### src/rtl/tmr_fault_monitor.sv
// tmr_fault_monitor: registered TMR vote checker with per-replica error counters and fault persistence FSM; TMR_MON_CHECK_EN adds an internal re-vote check.
module tmr_fault_monitor #(
  parameter int WIDTH   = 4,
  parameter int CNT_W   = 8,
  parameter int PERSIST = 3
) (
  input  logic             clk,
  input  logic             rst,
  input  logic             valid_in,
  input  logic [WIDTH-1:0] data_1,
  input  logic [WIDTH-1:0] data_2,
  input  logic [WIDTH-1:0] data_3,
  input  logic [WIDTH-1:0] tmr_out,
  input  logic             clear,
  output logic             valid_out,
  output logic [WIDTH-1:0] voted_q,
  output logic [2:0]       mism,
  output logic             multi_mism,
  output logic [CNT_W-1:0] err_cnt_1,
  output logic [CNT_W-1:0] err_cnt_2,
  output logic [CNT_W-1:0] err_cnt_3,
  output logic [1:0]       fault_id,
  output logic             fault_valid,
  output logic             degraded,
  output logic             vote_err
);
  typedef enum logic [1:0] {OK, SUSPECT, FAULTY, DEGRADED} state_t;
  localparam logic [7:0] PERSIST_W = 8'(PERSIST);
  state_t state_q, state_d;
  logic [7:0] run_q, run_d;
  logic [1:0] fid_d;
  logic [CNT_W-1:0] cnt_q [3];
  logic [2:0] m;
  logic multi, one;
  logic [1:0] id;
  assign m = {data_3 != tmr_out, data_2 != tmr_out, data_1 != tmr_out};
  assign multi = (m[0] & m[1]) | (m[0] & m[2]) | (m[1] & m[2]);
  assign one = |m & ~multi;
  assign id = m[0] ? 2'd1 : m[1] ? 2'd2 : 2'd3;
  assign err_cnt_1 = cnt_q[0];
  assign err_cnt_2 = cnt_q[1];
  assign err_cnt_3 = cnt_q[2];
  always_comb begin
    state_d = state_q;
    run_d = run_q;
    fid_d = fault_id;
    if (valid_in && multi) state_d = DEGRADED;
    else if (valid_in && one) begin
      case (state_q)
        OK: begin
          state_d = SUSPECT;
          fid_d = id;
          run_d = 8'd1;
        end
        SUSPECT: begin
          run_d = id == fault_id ? run_q + 8'd1 : 8'd1;
          fid_d = id;
          state_d = (id == fault_id && run_d == PERSIST_W) ? FAULTY : SUSPECT;
        end
        FAULTY: state_d = id == fault_id ? FAULTY : DEGRADED;
        default: state_d = DEGRADED;
      endcase
    end else if (valid_in && state_q == SUSPECT) begin
      state_d = OK;
      fid_d = 2'd0;
      run_d = 8'd0;
    end
  end
  always_ff @(posedge clk) begin
    if (rst) begin
      valid_out <= 1'b0;
      voted_q <= '0;
    end else begin
      valid_out <= valid_in;
      if (valid_in) voted_q <= tmr_out;
    end
    if (rst || clear) begin
      state_q <= OK;
      run_q <= 8'd0;
      fault_id <= 2'd0;
      fault_valid <= 1'b0;
      degraded <= 1'b0;
      mism <= 3'b000;
      multi_mism <= 1'b0;
      for (int i = 0; i < 3; i++) cnt_q[i] <= '0;
    end else begin
      state_q <= state_d;
      run_q <= run_d;
      fault_id <= fid_d;
      fault_valid <= state_d == FAULTY;
      degraded <= state_d == DEGRADED;
      mism <= valid_in ? m : 3'b000;
      multi_mism <= valid_in && multi;
      for (int i = 0; i < 3; i++)
        if (valid_in && m[i] && !(&cnt_q[i])) cnt_q[i] <= cnt_q[i] + CNT_W'(1);
    end
  end
`ifdef TMR_MON_CHECK_EN
  logic [WIDTH-1:0] maj;
  assign maj = (data_1 & data_2) | (data_1 & data_3) | (data_2 & data_3);
  always_ff @(posedge clk)
    vote_err <= (rst || clear) ? 1'b0 : vote_err | (valid_in && maj != tmr_out);
`else
  assign vote_err = 1'b0;
`endif
endmodule
### config.mk
export PLATFORM = sky130hd
export DESIGN_NAME = tmr_fault_monitor
export DESIGN_NICKNAME = d
export VERILOG_FILES = /design/src/rtl/tmr_fault_monitor.sv
export SDC_FILE = /design/constraint.sdc
export NUM_CORES = 1
export LEC_CHECK = 0
export CAP_MARGIN = 25
export CORE_ASPECT_RATIO = 0.6
export CORE_MARGIN = 5
export CORE_UTILIZATION = 35
export CTS_CLUSTER_SIZE = 8
export DETAILED_ROUTE_END_ITERATION = 8
export PLACE_DENSITY = 0.59
export SLEW_MARGIN = 5
export SYNTH_ARGS = -nofsm -noshare
export SYNTH_HDL_FRONTEND = slang
export SYNTH_SLANG_ARGS = --single-unit
### constraint.sdc
create_clock -name clk -period 3.2 [get_ports clk]
set_input_delay 0.32 -clock clk [delete_from_list [all_inputs] [get_ports clk]]
set_output_delay 0.32 -clock clk [all_outputs]
set_load 0.1 [all_outputs]
After elaboration in Yosys (flattened, before gate mapping) --
Memories as Yosys holds them, arrays and structs flattened. Cells that the tools add are included. W data, S select, Z words.
Word-level totals: bits in read-only memories 0, memory bits (writable) 24, flip-flop bits (word level) 23, word-level logic and storage cells 90, memories kept 1, latch bits 0
Memory list:
- cnt_q | words 3, bits a word 8, read ports 3, clocked after memory_dff 0, wr ports 3, RTL line 32 | logic [CNT_W-1:0] cnt_q [3];
Cells by class: reduce and logical (&&, ||, !) cells 24, divide/modulo/power cells 0, magnitude comparators 0, equality and inequality tests 11, bitwise operators 12, muxes and demuxes 29, multiply operators 0, add/sub/neg operators 4, shift operators 0
Operators with widths (number):
- $mux W8 | 6
- $add A8 B1 Y8 const B | 4
- $reduce_and A8 Y1 | 3
- $mux W2 | 8
- $pmux W8 S2 | 1
- $mux W1 | 13
- $ne A4 B4 Y1 | 3
- $logic_and A1 B1 Y1 | 10
- $eq A8 B2 Y1 const B | 1
- $eq A2 B2 Y1 const B | 3
- $pmux W2 S3 | 1
- $reduce_and A3 Y1 | 2
- $or A1 B1 Y1 | 5
- $and A1 B1 Y1 | 4
- $reduce_or A2 Y1 | 2
- $logic_not A1 Y1 | 3
- $ne A3 B1 Y1 const B | 1
- $not A1 Y1 | 3
- $reduce_or A3 Y1 | 1
- $eq A2 B1 Y1 const B | 1
- $eq A2 B2 Y1 | 1
- $logic_not A2 Y1 | 1
- $ne A2 B2 Y1 const B | 1
- $reduce_bool A2 Y1 | 1
- $logic_or A1 B1 Y1 | 1

Logic depth before layout (Yosys ltp) --
depth after elaboration 12, mapped depth 8, mapped depth without buffers 7

Worst setup path after synthesis --
No wires, ideal clock.
kind register to register, start point mem cnt_q[1][0], in the netlist cnt_q[0][8], end point mem cnt_q[0][0] (data pin), period minus slack after synthesis 2.752 ns, cell stages (with the launch flop) 8, arrival time 2.460 ns, buffers on the path 1, path slack 0.448 ns, cell sequence edfxtp_1 ha_1 nand3_1 nor2_1 a31oi_1 o311ai_2 buf_2 nor2_1
RTL lines (RTL line):
- from (decl) | 32

Worst setup path in the final report --
start point reg run_q[0], end point reg fault_valid
Between the ends: word-level cells in the longest chain between the ends 9
RTL lines:
- from (decl) | RTL line 30 | logic [7:0] run_q, run_d;
- from (signal assigned) | RTL line 88 | run_q <= run_d;
- $add A8 B1 Y8 | RTL line 56 | run_d = id == fault_id ? run_q + 8'd1 : 8'd1;
- $mux W8 | RTL line 56
- $eq A8 B2 Y1 | RTL line 58 | state_d = (id == fault_id && run_d == PERSIST_W) ? FAULTY : SUSPECT;
- $logic_and A1 B1 Y1 | RTL line 58
- $mux W2 | RTL line 58
- $pmux W2 S3 | RTL line 49 | case (state_q)
- $mux W2 | RTL line 48 | else if (valid_in && one) begin
- $mux W2 | RTL line 47 | if (valid_in && multi) state_d = DEGRADED;
- $eq A2 B2 Y1 | RTL line 90 | fault_valid <= state_d == FAULTY;
- to (signal assigned) | RTL line 81 | fault_valid <= 1'b0;
- to (signal assigned) | RTL line 90
- to (decl) | RTL line 23 | output logic fault_valid,
Every way passes these cells. A chain may end at the register's enable or synchronous reset.

==> results.yml <==
synthesis:
  count_of_warnings_emitted_by_yosys: 0
  syn_area_um2: 2591
  syn-mean-instance-area_um2: 9.527
  synthesis.nets: 296
  synth_seq_area_share: 0.4558
  netlist_cell_types: 48
  synth_enable_flop_cells: 24
  synth.largest_area_cell: "sky130_fd_sc_hd__edfxtp_1"
  yosys.area.top_type_share: 0.2781
  leading_cell_types_by_total_area_after_synthesis: "sky130_fd_sc_hd__edfxtp_1 28%, sky130_fd_sc_hd__dfxtp_1 18%, sky130_fd_sc_hd__nor2_1 6.2%, sky130_fd_sc_hd__xor2_1 5.7%, sky130_fd_sc_hd__xnor2_1 5.4%"
  gate_count_post_synth: 272
  synth_flop_cell: "sky130_fd_sc_hd__edfxtp_1"
  synth_async_sr_flop_share: 0
  ys_seq_elements: 47
detailed_routing:
  detailed_route_wl_um: 6236
  num_vias: 2184
  post-route-drc-count: 0
  drt.antenna.violating_nets: 0
  routedWlPerCell_um: 14.34
  dr.first_iter.drc_count: 123
  detail_route.vias_per_cell: 5.021
  drtPass1Iterations: 4
critical_path:
  worst_path_max_fanout: 6
  rrSetupSlack_ns: 0.66
  setup.worst_path.start_class: "flop"
  worstRegToRegCells: 7
  worst_setup_path_class: "reg -> reg"
  arrival_time_worst_endpoint_ns: 2.76
  critPathCaptureType: "flop"
  worst_endpoint_required_time_ns: 3.42
placed_design:
  io_buffers: 56
  detailed_place_hpwl_um: 4866
  routabilityCongestion: 0.8386
sta:
  min_period_ns: 2.540
  finalSetupViolCount: 0
  grt_setup_unrepaired: "no"
  period_share: 0.7938
  finClkSkew_ns: 0.004959
  relSlewSlack: 0.3368
  timing_hold_violations_final: 0
  worst_hold_slack_ns: 0.5039
  final_slew_viol_count: 0
  fmax_ghz: 0.3937
  totalNegativeSetupSlack_ns: 0
  timing_worst_slew_pin_value_ns: 0.9916
clock_tree:
  cts_tree: "done"
  clkTransAtPathRegs_ns: 0.06
  tritoncts.num_buffers: 5
  cts.sink_count: 47
  cts.root.buffer_cell: "sky130_fd_sc_hd__clkbuf_16"
  post_cts.repair.setup_buffers: 0
  cts.hold.buffers_added: 0
  cts_buffer_depth: 2
  postCtsResizedCells: 0
  clk_latency_ns: 0.28
  h-tree-depth: 2
worst_hold_path:
  hp-class: "reg -> reg"
  hold_path_depth: 2
final_layout:
  diodes: 0
  nets: 354
  post-route-util: 0.4735
  drive_above_1_share: 0.06344
  flow.area_growth_from_synthesis_pct: 32.26
floorplan:
  die_width_um: 121.1
  start_util: 0.3581
  fp.coreArea_um2: 7237
  placement_rows: 24
  dieArea_um2: 9281
  floorplan.io_pins: 58
  die_height_um: 76.65
pwr:
  post-layout-total-power_mw: 1.622
  cellLeakagePower_nw: 1.197
  irDropWorstVdd_v: 0.0002468
  power.density_nw_per_um2: 473.3
global_routing:
  grt_first_pass_wirelength_um: 10220
  grt_start_max_net_pins: 25
  grt_overflow_total: 0
  antenna_found_initial: 0
  grt_overall_usage: 0.1359
  grt_pass1_vias: 2011
run_status:
  run_status: "finished, final reports clean"
job:
  max_capacitance_violation_total: 0
-- Yosys cell counts, types with 8 or more instances --
cell type and number:
sky130_fd_sc_hd__a31oi_1 9, sky130_fd_sc_hd__xnor2_1 16, sky130_fd_sc_hd__nand3_1 12, sky130_fd_sc_hd__xor2_1 17, sky130_fd_sc_hd__nor2_1 43, sky130_fd_sc_hd__edfxtp_1 24
sky130_fd_sc_hd__nand2_1 28, sky130_fd_sc_hd__dfxtp_1 23, sky130_fd_sc_hd__inv_1 9, sky130_fd_sc_hd__a21oi_1 8
-- cell families after synthesis --
logic type,after synthesis,share of synthesized area
muxes,4,0.01545
DFF,47,0.4558
xor gates and xnor gates,33,0.1115
and+or+nand+nor,119,0.2318
other,1,0.001447
adders and majority gates,5,0.02318
AOI/OAI and AO/OA,43,0.1246
buffers and inverters,20,0.03621
-- critical path, stage by stage, from the launching register on --
cell and delay [ns]:
sky130_fd_sc_hd__dfxtp_1 0.41, sky130_fd_sc_hd__ha_1 0.27, sky130_fd_sc_hd__nand3_1 0.19, sky130_fd_sc_hd__o21a_1 0.26
sky130_fd_sc_hd__a2111oi_0 0.69, sky130_fd_sc_hd__o32ai_1 0.26, sky130_fd_sc_hd__a21oi_1 0.25, sky130_fd_sc_hd__nor2b_1 0.15
-- worst paths after layout --
check,from,endpoint
max reg2reg,run_q[0],fault_valid
min reg2reg,voted_q[2],voted_q[2]
max,run_q[0],fault_valid
min,voted_q[2],voted_q[2]
-- layout make-up --
class / instances / area [µm²]
inverters: 9 / 33.78
flip-flops and latches: 47 / 1181
clock inverters: 1 / 30.03
clock buffers: 7 / 132.6
repair buffers: 62 / 603.1
fillers: 690 / 3810
multi-input cells: 205 / 1316
well taps: 104 / 130.1
-- registers in the layout, summed over array words and instances (netlist names) --
signal,flops
multi_mism,1
state_q,2
voted_q,4
run_q,8
degraded,1
valid_out,1
mism,3
fault_valid,1
fault_id,2
cnt_q,24
-- layout by cell type, fill, tap and decap left out, types with 3 or more instances in the layout --
cell type and n:
sky130_fd_sc_hd__a21oi_1 8, sky130_fd_sc_hd__a31oi_1 9, sky130_fd_sc_hd__and3_1 3, sky130_fd_sc_hd__and4_1 5, sky130_fd_sc_hd__buf_4 7, sky130_fd_sc_hd__clkbuf_16 5, sky130_fd_sc_hd__clkdlybuf4s50_1 55, sky130_fd_sc_hd__dfxtp_1 23
sky130_fd_sc_hd__edfxtp_1 24, sky130_fd_sc_hd__ha_1 4, sky130_fd_sc_hd__inv_1 9, sky130_fd_sc_hd__mux2i_1 4, sky130_fd_sc_hd__nand2_1 28, sky130_fd_sc_hd__nand3_1 12, sky130_fd_sc_hd__nand4_1 5, sky130_fd_sc_hd__nor2_1 43
sky130_fd_sc_hd__nor2b_1 3, sky130_fd_sc_hd__nor3_1 5, sky130_fd_sc_hd__nor4_1 5, sky130_fd_sc_hd__o2bb2ai_1 5, sky130_fd_sc_hd__xnor2_1 16, sky130_fd_sc_hd__xor2_1 17
-- metal layers --
metal	GRT usage	routed length, µm
met5	0	0
met4	0.03959	38
met3	0.04338	541
met2	0.1695	2393
met1	0.2152	3262
-- report_power, final --
| group | switching, mW | internal (mW) | leakage, nW |
|---|---|---|---|
| Sequential | 0.0255 | 0.659 | 0.466 |
| Clock | 0.207 | 0.369 | 0.0781 |
| Combinational | 0.265 | 0.0966 | 0.653 |
-- stage by stage --
stage | std cells | setup slack [ns] | area, µm²
5_1_grt | 435 | 0.4524 | 3427
2_1_floorplan | 272 | 0.4483 | 2591
6_report | 435 | 0.6597 | 3427
3_5_place_dp | 427 | 0.4791 | 3264
3_3_place_gp | 427 | 0.5097 | 3264
4_1_cts | 435 | 0.6250 | 3427
Power figures use the tool's default switching activity.
